===== config.mk =====
export PLATFORM = sky130hd
export DESIGN_NAME = noc_rr_arbiter3
export DESIGN_NICKNAME = d
export VERILOG_FILES = /design/src/rtl/noc_rr_arbiter3.sv
export SDC_FILE = /design/constraint.sdc
export NUM_CORES = 1
export LEC_CHECK = 0
export CAP_MARGIN = 20
export CORE_UTILIZATION = 30
export DETAILED_ROUTE_END_ITERATION = 8
export PLACE_DENSITY_LB_ADDON = 0.08
export SYNTH_ARGS = -nofsm -noshare
export SYNTH_HDL_FRONTEND = slang
export SYNTH_SLANG_ARGS = --single-unit

===== constraint.sdc =====
create_clock -name clk -period 2.3 [get_ports clk]
set_input_delay 0.46 -clock clk [delete_from_list [all_inputs] [get_ports clk]]
set_output_delay 0.46 -clock clk [all_outputs]
set_load 0.1 [all_outputs]

===== src/rtl/noc_rr_arbiter3.sv =====
// -----------------------------------------------------------------------------
// noc_rr_arbiter3
//   Three-input round-robin packet arbiter for one router output port. It
//   drives the select of the downstream registered 3:1 output mux. A grant
//   covers a whole packet: the winning input keeps the output from its first
//   flit until its tail flit transfers. A hold watchdog force-releases a grant
//   that has been locked for MAX_HOLD cycles without a tail transfer.
//
// Ports
//   clk           : system clock, all state on rising edge
//   reset         : synchronous, active-high reset
//   req[2:0]      : input i has a flit available
//   tail[2:0]     : flit presented by input i is its packet's last (needs req[i])
//   out_ready     : downstream accepts a flit this cycle
//   select[1:0]   : mux select, 00/01/10 = input 1/2/3, 11 = no grant
//   grant[2:0]    : registered one-hot grant, 000 when idle
//   pop[2:0]      : combinational dequeue strobe = grant & req & out_ready
//   release_abort : one-cycle pulse following a watchdog forced release
// -----------------------------------------------------------------------------
module noc_rr_arbiter3 #(
  parameter int MAX_HOLD = 16,
  parameter int CNT_W    = 8
) (
  input  logic       clk,
  input  logic       reset,
  input  logic [2:0] req,
  input  logic [2:0] tail,
  input  logic       out_ready,
  output logic [1:0] select,
  output logic [2:0] grant,
  output logic [2:0] pop,
  output logic       release_abort
);

  typedef enum logic {
    S_IDLE   = 1'b0,
    S_LOCKED = 1'b1
  } state_t;

  localparam logic [CNT_W-1:0] LIMIT = CNT_W'(MAX_HOLD - 1);

  state_t           r_state;
  logic [2:0]       r_grant;
  logic [1:0]       r_select;
  logic [1:0]       r_last;
  logic [CNT_W-1:0] r_cnt;
  logic             r_abort;

  logic [1:0]       w_pick;
  logic [2:0]       w_pick_oh;
  logic             w_tail_xfer;

  // Round-robin pick: scan circularly starting after the last winner.
  // Returns the winning index, or 2'b11 when nobody requests.
  function automatic logic [1:0] rr_pick(input logic [2:0] r, input logic [1:0] last);
    logic [1:0] c0, c1, c2;
    c0 = (last == 2'd2) ? 2'd0 : last + 2'd1;
    c1 = (c0 == 2'd2) ? 2'd0 : c0 + 2'd1;
    c2 = (c1 == 2'd2) ? 2'd0 : c1 + 2'd1;
    if (r[c0])      rr_pick = c0;
    else if (r[c1]) rr_pick = c1;
    else if (r[c2]) rr_pick = c2;
    else            rr_pick = 2'b11;
  endfunction

  assign w_pick    = rr_pick(req, r_last);
  assign w_pick_oh = (w_pick == 2'b11) ? 3'b000 : 3'(3'b001 << w_pick);

  // Pop is suppressed during a reset cycle so a dropped grant never dequeues.
  assign pop         = r_grant & req & {3{out_ready}} & {3{~reset}};
  assign w_tail_xfer = |(pop & tail);

  always_ff @(posedge clk) begin
    if (reset) begin
      r_state  <= S_IDLE;
      r_grant  <= 3'b000;
      r_select <= 2'b11;
      r_last   <= 2'd2;
      r_cnt    <= '0;
      r_abort  <= 1'b0;
    end else begin
      case (r_state)
        S_IDLE: begin
          r_abort <= 1'b0;
          r_cnt   <= '0;
          if (w_pick != 2'b11) begin
            r_state  <= S_LOCKED;
            r_grant  <= w_pick_oh;
            r_select <= w_pick;
          end
        end
        S_LOCKED: begin
          if (w_tail_xfer) begin
            // Normal release wins even when the counter is at its limit.
            r_state  <= S_IDLE;
            r_last   <= r_select;
            r_grant  <= 3'b000;
            r_select <= 2'b11;
            r_abort  <= 1'b0;
          end else if (r_cnt == LIMIT) begin
            r_state  <= S_IDLE;
            r_last   <= r_select;
            r_grant  <= 3'b000;
            r_select <= 2'b11;
            r_abort  <= 1'b1;
          end else begin
            r_abort <= 1'b0;
            if (r_cnt != '1) r_cnt <= r_cnt + 1'b1;
          end
        end
        default: begin
          r_state  <= S_IDLE;
          r_grant  <= 3'b000;
          r_select <= 2'b11;
          r_abort  <= 1'b0;
        end
      endcase
    end
  end

  assign grant         = r_grant;
  assign select        = r_select;
  assign release_abort = r_abort;

endmodule

==> metrics.txt <==
top flip-flop cell by instance count after synthesis=sky130_fd_sc_hd__dfxtp_1; initial DRC count=10; Worst Hold Endpoint=r_cnt[1]; routed vias/inst=5.18; post-CTS sizing=0; Core Footprint=2730 sq um; vias in the first global route=roughly 800; post-route non-filler standard cell count=157; worst setup margin=249 ps; horizontal die dimension=about 56 um; clock buffers created by TritonCTS=3; relative slew slack=0.735; Synth Area in Simple Gates=0.320; layout-stage area growth over the synthesis result=37.8%; cell count after synthesis=between 90 and 100; minimum clock period=2050 ps; required time of the critical path=about 1800 ps; clock transition at the registers of the reported paths=about 90 ps; critical setup path kind=input port to primary output; Clock Sinks=17; initial core utilization=0.316; Async SR Flop Fraction=0; combinational family with the most area after synthesis=simple AND/OR/NAND/NOR gates; synthesized netlist net count=106; total internal power=0.417 mW; detail-routed net length per standard cell=13.2 um; CTS tree=yes; kind of start point of the critical path=input port; buffers plus inverters on the worst setup path=3; unrepaired setup endpoints after global routing=false; Max Cap Violations=0; arithmetic-cell share of the synthesized area counting full adders, half adders and majority gates=0.0145; share of the synthesized area in the top cell type=0.394; antenna violations before repair=0; post-layout power=0.610 mW; part of the Yosys area used for sequential elements=0.394; cell taking the most area after synthesis=sky130_fd_sc_hd__dfxtp_1; count of vias placed by the detailed router=between 800 and 900; final net count=137; worst slack on hold paths=487 ps; dpl hpwl=1590 um; Peak VDD IR=286 uV; number of port buffers=17; CTS Root Cell=sky130_fd_sc_hd__clkbuf_4; fraction of power consumed by sequential logic=0.515; switching part of the total=0.317; global-route usage over all layers=0.152; maximum count of clock buffers along a single path=2; met2 routing resource usage after global routing=0.222; mux share of post-synthesis cell area=0.0116; Layout Skew=~8.0 ps; min-delay worst type=flop to flop; delay of the slowest cell on the worst path=around 460 ps; total power divided by cell area=512 nW/um^2; Die Area=3100 sq um; startpoint of the worst register-to-register path=r_cnt[0]; sequence of cells on the critical path=clkdlybuf4s50_1, and4b_4, buf_4, buf_12; number of inserted diodes=0; hold-critical path depth=2; number of setup buffers added after CTS=0; share of power burned in combinational logic=0.210; count leader, synth=sky130_fd_sc_hd__dfxtp_1; Final Hold Fails=0; setup slack of the most critical reg-to-reg path=510 ps; portion of total power attributed to the clock network=0.275; sort of element at the end of the critical path=primary output; reg-to-reg critical path endpoint=grant[0]; actual slew at the worst max-slew pin=395 ps; Hold Crit Start=r_cnt[1]; outcome=finished clean; GPL Wtd Cong=between 0.8 and 0.9; number of placed instances with taps included=153; cell area after synthesis=between 800 and 900 sq um; DRC violation count after routing=0; Detail Route Antenna Nets=0; CP delay by family, top=buffers and inverters; wire length of the first global-routing pass=3640 um; switching power of the nets=0.193 mW; Post-Place Worst Slack=-12.5 ps; level count of the clock H-tree=1; Avg Cell Area, Syn=8.99 sq um; I/O pins=18; post-synthesis compound-gate area fraction=0.207; number of cell instances on the worst register-to-register path=7; final total negative setup slack=0 ps; ratio of cells with drive above 1 in the final layout=0.262; Static Leakage=0.474 nW; most congested layer reported by global routing=met2; top fanout value on the critical path=4; count of hold buffers inserted by post-cts repair=0; number of rows created at floorplan=19; largest cells by area after synthesis=sky130_fd_sc_hd__dfxtp_1 39%, sky130_fd_sc_hd__a22oi_4 4.9%, sky130_fd_sc_hd__nor2_1 4.8%; Critical Path AT=~1600 ps; drt pass-1 iters=4; global-route met3 utilization=0.0279; insertion delay of the later-clocked pin in the worst-skew pair=300 ps; Post-synth EDFFs=0; list of most frequent post-synthesis cells=17 x sky130_fd_sc_hd__dfxtp_1, 11 x sky130_fd_sc_hd__nor2_1, 8 x sky130_fd_sc_hd__a21oi_1; height of the die=55.6 um; synthesis warning total=0; share of the clock period used by the worst path=0.892; total wire length=2070 um; maximum number of pins on one net before global-route repair=14; XOR/XNOR share of the synthesized area=0.0304; #FFs+latches synth=17; cell with the biggest individual delay on the critical path=sky130_fd_sc_hd__clkdlybuf4s50_1; Slew Viols, Final=0; met1 demand-to-capacity share in global routing=0.204; Cell variety after synth=32; aggregate global routing overflow=0; upper clock frequency limit=488 MHz; total setup violations reported at the end of the flow=0
worst reg2reg max path, cell delays in order, from the launching register on:
cell and delay [ps]:
sky130_fd_sc_hd__dfxtp_1 380, sky130_fd_sc_hd__ha_1 200, sky130_fd_sc_hd__and3_1 260, sky130_fd_sc_hd__a22oi_4 80
sky130_fd_sc_hd__buf_4 170, sky130_fd_sc_hd__a21boi_2 300, sky130_fd_sc_hd__nor2_1 100, sky130_fd_sc_hd__a31o_1 220
flip-flops by register name, summed over array words and instances (netlist names):
signal,cells
grant,3
r_last,2
select,2
r_state,1
release_abort,1
r_cnt,8
layer usage:
metal,wire length [um],vias to the layer above
li1,-,421
met1,1100,364
met4,59,0
met5,0,-
met3,104,5
met2,812,24
layout make-up:
| cell class | instances | area [sq um] |
|---|---|---|
| fillers | 280 | 1540 |
| multi-input cells | 74 | 505 |
| flip-flops and latches | 17 | 344 |
| repair buffers | 27 | 260 |
| well taps | 31 | 38.8 |
| clock buffers | 4 | 26.3 |
| inverters | 4 | 15.0 |
placed cells by master, fill, tap and decap left out, drive strengths merged, types with 4 or more instances in the layout:
cell type / instances
nand2: 7
buf: 19
nand3: 4
dfxtp: 17
inv: 4
a21oi: 8
nor2: 11
clkdlybuf4s50: 8
nand4: 5
clkbuf: 4
metrics by stage:
step	utilization	cell area, sq um
CTS	0.435	1190
floorplan	-	868
global placement	0.426	1160
finish	0.435	1190
global route	0.435	1190
detailed placement	0.426	1160
power by group through the flow:
stage | Combinational [mW] | Clock (mW) | Sequential (mW)
2_1_floorplan | 0.0372 | 0 | 0.365
3_3_place_gp | 0.128 | 0 | 0.321
3_5_place_dp | 0.128 | 0 | 0.321
4_1_cts | 0.128 | 0.176 | 0.314
5_1_grt | 0.136 | 0.185 | 0.316
6_report | 0.128 | 0.168 | 0.314
kinds of logic after synthesis:
kind of cell | Yosys count
compound gates | 23
xor+xnor | 3
fa+ha+maj | 1
buf+inv | 5
flops | 17
mux | 1
simple gates | 46
how the worst max path moves through the flow:
stage                     startpoint         to  cells after the start
after floorplan             grant[2]   grant[0]                      5
after global placement         reset   grant[0]                      7
after detailed placement       reset   grant[0]                      7
after CTS                      reset     pop[1]                      4
after global routing           reset  r_last[1]                      8
final                          reset     pop[1]                      4
Note: power is estimated with default switching activity, not from simulation.
